## src/rtl/pipe_stage_reg_pkg.sv

```systemverilog
// pipe_stage_reg_pkg: shared payload layouts, widths and NOP encodings for the back-end stage registers
package pipe_stage_reg_pkg;
    localparam int PIPE_DATA_W = 128;
    localparam logic [2:0] ALU_SEL_NOP = 3'b000;
    localparam logic [7:0] ALU_NOP = 8'h00;
    typedef struct packed {
        logic [2:0]  alusel;
        logic [7:0]  aluop;
        logic [31:0] reg1;
        logic [31:0] reg2;
        logic [4:0]  waddr;
        logic        wen;
    } id_ex_t;
    typedef struct packed {
        logic [7:0]  aluop;
        logic [31:0] mem_addr;
        logic [31:0] wdata;
        logic [4:0]  waddr;
        logic        wen;
    } ex_mem_t;
    typedef struct packed {
        logic [31:0] wdata;
        logic [4:0]  waddr;
        logic        wen;
    } mem_wb_t;
    localparam int ID_EX_W = $bits(id_ex_t);
    localparam int EX_MEM_W = $bits(ex_mem_t);
    localparam int MEM_WB_W = $bits(mem_wb_t);
    localparam id_ex_t ID_EX_NOP = '{alusel: ALU_SEL_NOP, aluop: ALU_NOP, default: '0};
    localparam ex_mem_t EX_MEM_NOP = '{aluop: ALU_NOP, default: '0};
    localparam mem_wb_t MEM_WB_NOP = '0;
endpackage

```

## src/rtl/pipe_stage_reg.sv

```systemverilog
// pipe_stage_reg: elastic valid/ready pipeline register with flush, NOP bubbles and optional skid entry
module pipe_stage_reg
    import pipe_stage_reg_pkg::*;
#(
    parameter int                DATA_W  = PIPE_DATA_W,
    parameter logic [DATA_W-1:0] NOP_VAL = '0,
    parameter bit                SKID_EN = 1'b1
) (
    input  logic              clk,
    input  logic              rst,
    input  logic              flush,
    input  logic              in_valid,
    output logic              in_ready,
    input  logic [DATA_W-1:0] in_data,
    output logic              out_valid,
    input  logic              out_ready,
    output logic [DATA_W-1:0] out_data,
    output logic [1:0]        occupancy
);
    logic              m_valid, s_valid, m_valid_n, s_valid_n;
    logic [DATA_W-1:0] m_data, s_data, m_data_n, s_data_n;
    logic              accept, consume;
    assign accept    = in_valid & in_ready;
    assign consume   = m_valid & out_ready;
    assign out_valid = m_valid;
    assign out_data  = m_valid ? m_data : NOP_VAL;
    // Main entry refills from skid first to keep FIFO order; skid only fills when main is stalled
    always_comb begin
        m_valid_n = m_valid;
        m_data_n  = m_data;
        s_valid_n = s_valid;
        s_data_n  = s_data;
        if (flush) begin
            m_valid_n = 1'b0;
            m_data_n  = NOP_VAL;
            s_valid_n = 1'b0;
            s_data_n  = NOP_VAL;
        end else if (!m_valid || consume) begin
            m_valid_n = s_valid | accept;
            m_data_n  = s_valid ? s_data : (accept ? in_data : NOP_VAL);
            s_valid_n = 1'b0;
            s_data_n  = NOP_VAL;
        end else if (accept) begin
            s_valid_n = 1'b1;
            s_data_n  = in_data;
        end
    end
    // Entry registers and registered occupancy count
    always_ff @(posedge clk) begin
        if (rst) begin
            m_valid   <= 1'b0;
            m_data    <= NOP_VAL;
            s_valid   <= 1'b0;
            s_data    <= NOP_VAL;
            occupancy <= 2'd0;
        end else begin
            m_valid   <= m_valid_n;
            m_data    <= m_data_n;
            s_valid   <= s_valid_n;
            s_data    <= s_data_n;
            occupancy <= {1'b0, m_valid_n} + {1'b0, s_valid_n};
        end
    end
    generate
        if (SKID_EN) begin : g_skid
            logic ready_q;
            // Ready comes from a flop so out_ready never reaches in_ready combinationally
            always_ff @(posedge clk) begin
                ready_q <= rst ? 1'b1 : ~s_valid_n;
            end
            assign in_ready = ready_q;
        end else begin : g_direct
            assign in_ready = ~m_valid | out_ready;
        end
    endgenerate
    // Invariants: skid is never occupied behind an empty main entry; single-entry mode never holds two
    always_ff @(posedge clk) begin
        if (!rst) begin
            assert (m_valid || !s_valid);
            assert (SKID_EN || occupancy <= 2'd1);
        end
    end
endmodule

```

## config.mk

```make
export PLATFORM = sky130hd
export DESIGN_NAME = pipe_stage_reg
export DESIGN_NICKNAME = d
export VERILOG_FILES = /design/src/rtl/pipe_stage_reg_pkg.sv /design/src/rtl/pipe_stage_reg.sv
export SDC_FILE = /design/constraint.sdc
export NUM_CORES = 1
export LEC_CHECK = 0
export BUFFER_PORTS_ARGS = -buffer_cell sky130_fd_sc_hd__buf_2
export CAP_MARGIN = 20
export CORE_MARGIN = 3
export CORE_UTILIZATION = 54
export CTS_CLUSTER_DIAMETER = 200
export DETAILED_ROUTE_END_ITERATION = 8
export PLACE_DENSITY_LB_ADDON = 0.25
export SKIP_LAST_GASP = 1
export SLEW_MARGIN = 25
export SYNTH_ARGS = -nofsm -noshare
export SYNTH_HDL_FRONTEND = slang
export SYNTH_SLANG_ARGS = --single-unit
```

## constraint.sdc

```tcl
create_clock -name clk -period 1.6 [get_ports clk]
set_input_delay 0 -clock clk [delete_from_list [all_inputs] [get_ports clk]]
set_output_delay 0 -clock clk [all_outputs]
set_load 0.02 [all_outputs]
```

==> summary.md <==
| Metric | Value |
|---|---|
| Outcome | finished, violations left |
| Failing checks | negative setup slack |
| Max-slew headroom | 52.4% |
| Fraction of the mapped netlist area in compound gates | 21.6% |
| Worst-Skew Late Latency | 0.51 ns |
| Dominant cell by count in the synthesized netlist | nand2_1 |
| Max-Cap Viols | 0 |
| Placed insts | 1854 |
| H-tree levels | 1 |
| DP Area | 12500 µm² |
| Critical Path, Cell by Cell | buf_16, nand2_1, inv_1, buf_2 |
| Starting Density | 56.1% |
| Crit path launch type | flip-flop |
| Maximum VDD drop | 0.000881 V |
| RSZ-0062 raised after global routing | yes |
| Cell taking the most area after synthesis | dfxtp_1 |
| Crit Path Max Fanout | 32 |
| CTS root buffer | clkbuf_16 |
| Register Area | 5230 µm² |
| Post-detailed-route via-to-cell ratio | 5.54 |
| XOR/XNOR share of the synthesized area | 0% |
| Synth warn | 0 |
| Fin. max-slew vios | 0 |
| Sequential-to-total area share from yosys stat | 46.9% |
| Seq cells post-synth | 261 |
| Critical Setup Path Class | flip-flop to output port |
| Core Area | 19800 µm² |
| Post-route insts no fill | 2045 |
| Grt total ovfl | 0 |
| TritonCTS clock tree | done |
| WP buf/inv | 3 |
| CP max stage delay | 0.46 ns |
| Ys flop type | dfxtp_1 |
| Area contributors post-synth | dfxtp_1 (47%), nand2_1 (13%), a22oi_1 (8.6%) |
| Pwr Density | 944 nW/µm² |
| Vias in the first global route | 10.6k |
| DRT iter0 DRCs | 892 |
| Final hold vios | 0 |
| Mapped Nets | 1563 |
| Via count | 11.3k |
| Max Root-Sink Buffers | 3 |
| Multiplexer share of the synthesized area | 0% |
| First-pass GRT wire length | 51700 µm |
| CTS Sinks | 261 |
| Routability cong. | 0.836 |
| Number of CTS-inserted buffers | 27 |
| Achievable Freq | 619 MHz |
| Delay-heaviest family, CP | buffers and inverters |
| Final Cell Area | 15200 µm² |
| Mapped Area | 11100 µm² |
| Final worst-path setup slack | -0.0146 ns |
| Die H | 150 µm |
| Final WL | 34400 µm |
| Nets | 1893 |
| Largest family of logic cells by synthesized area | compound AO/OA/AOI/OAI gates |
| Drt drc | 0 |
| Max Clock Skew | 0.00736 ns |
| Most frequent cells after synthesis | nand2_1 (386), dfxtp_1 (261), nor2b_1 (130) |
| Post-synth top area share | 46.9% |
| Post-Synth Simple-Gate Area | 20.9% |
| Final HPWL DP | 17300 µm |
| Die extent in x | 150 µm |
| Clock-pin slew on the worst setup and hold paths | 0.06 ns |
| DRT antenna net count | 0 |
| Port buffer count | 264 |
| WL/cell | 16.8 µm |
| Setup violators final | 1 |
| Fin Setup TNS | -0.0146 ns |
| Type of element capturing the critical path | output port |
| Critical path's slowest cell | dfxtp_4 |
| Share of cells above drive strength 1 | 21.9% |
| Antenna violations before repair | 1 |
| Synth Instances | 1429 |
| Hold Crit Class | input port to flip-flop |
| Slew @ Worst Pin | 0.714 ns |
| Required time worst endpoint | 1.60 ns |
| GRT Total Usage | 27.8% |
| Io pins | 265 |
| Minimum clock period | 1.61 ns |
| Largest net degree at the start of global routing | 101 |
| 1st-pass router iterations | 6 |
| Cell variety after synth | 21 |
| Die Area | 22400 µm² |
| Fillcell total | 1412 |
| Area of the multi-input gates | 4890 µm² |
| Overall power | 14300 µW |
| FFs w/ async S/R, synth | 0% |
| Number of synthesized flops with an enable pin | 0 |
| Period Utilization, post-route | 101% |
| Syn Area/Cell | 7.79 µm² |
| Post-synthesis adder-cell area fraction | 0.112% |
| Area delta synth->final | 36.4% |
| Standard-cell rows | 51 |
| Tightest hold margin | 0.189 ns |
| Worst Path Arrival | 1.61 ns |
| Leak Pwr | 0.00730 µW |
## what timing repair did
action / in CTS / in global routing
setup endpoints to repair: 129 / 182
resized for setup: 4 / 107
buffers inserted: 0 / 4
gates cloned: 3 / 3
hold buffers: 131 / 0
pin swaps: 0 / 4
endpoints found under the hold margin: 260 / 0
## routing by layer
| metal | global-route usage [%] | part of all wire (%) |
|---|---|---|
| met5 | 0 | 0.023 |
| met4 | 8.92 | 3.3 |
| met3 | 4.18 | 7.5 |
| met2 | 49.5 | 50 |
| met1 | 34.6 | 39 |
## layout make-up
class                   instances  area share (%)
diodes                          1          0.0165
well taps                     265            2.18
clock buffers                  46            5.58
inverters                     128            3.16
repair buffers                428            22.1
clock inverters                 3           0.264
multi-input cells             913            32.2
flip-flops and latches        261            34.5
## path summary, 6_finish.rpt
kind                          startpoint                 endpoint  slack [ns]  cells past startpoint
setup / recovery    out_valid$_SDFF_PP0_             out_data[67]       -0.01                      4
hold / removal                 out_ready     out_valid$_SDFF_PP0_        0.19                      4
setup reg to reg    out_valid$_SDFF_PP0_  m_data[44]$_SDFFE_PP0P_        0.09                      4
hold reg to reg   s_data[1]$_SDFFE_PP0N_   s_data[1]$_SDFFE_PP0N_        0.45                      2
## where the power goes
part	total, µW	leakage [µW]	internal [µW]	switching (µW)
logic	1470	0.00475	698	767
registers	6640	0.00211	6600	41.5
clock network	6230	0.000437	3730	2500
## cells by family after synthesis
kind of cell	Yosys count
simple gates	528
compound gates	384
flops	261
buf+inv	255
fa+ha+maj	1
## state kept, by name (all words and copies together) (netlist names)
register,cells
occupancy,2
in_ready,1
s_valid,1
m_data,128
s_data,128
out_valid,1
## stage by stage
stage	setup WS [ns]	utilization (%)
after floorplan	0.0112	-
after global placement	0.132	63.0
after detailed placement	0.0631	63.0
after CTS	-0.0261	74.6
after global routing	-0.0898	76.5
final	-0.0146	76.5
## cell usage in the layout (no fill, tap or decap)
cell,n
buf_16,4
a21oi_1,128
or2_1,1
clkbuf_1,9
bufinv_16,1
nand2_4,11
nand2b_4,1
inv_1,112
and2_4,1
ha_1,1
o22ai_1,128
buf_2,234
buf_4,20
or3_4,1
nand2_1,354
nand2_2,21
a22oi_1,128
buf_12,17
diode_2,1
nand2b_1,1
dfxtp_4,2
inv_2,16
nor3b_1,1
nor2b_1,130
clkbuf_8,10
nor2_1,4
clkbuf_16,29
clkinv_2,2
dfxtp_1,259
buf_6,20
nor3_1,2
dlygate4sd3_1,131
## worst min-delay path, delay by kind of cell
| kind | cells | cell delay, ns |
|---|---|---|
| and+or+nand+nor | 3 | 0.54 |
| buffers and inverters | 1 | 0.11 |
(Power assumes the default switching activity.)
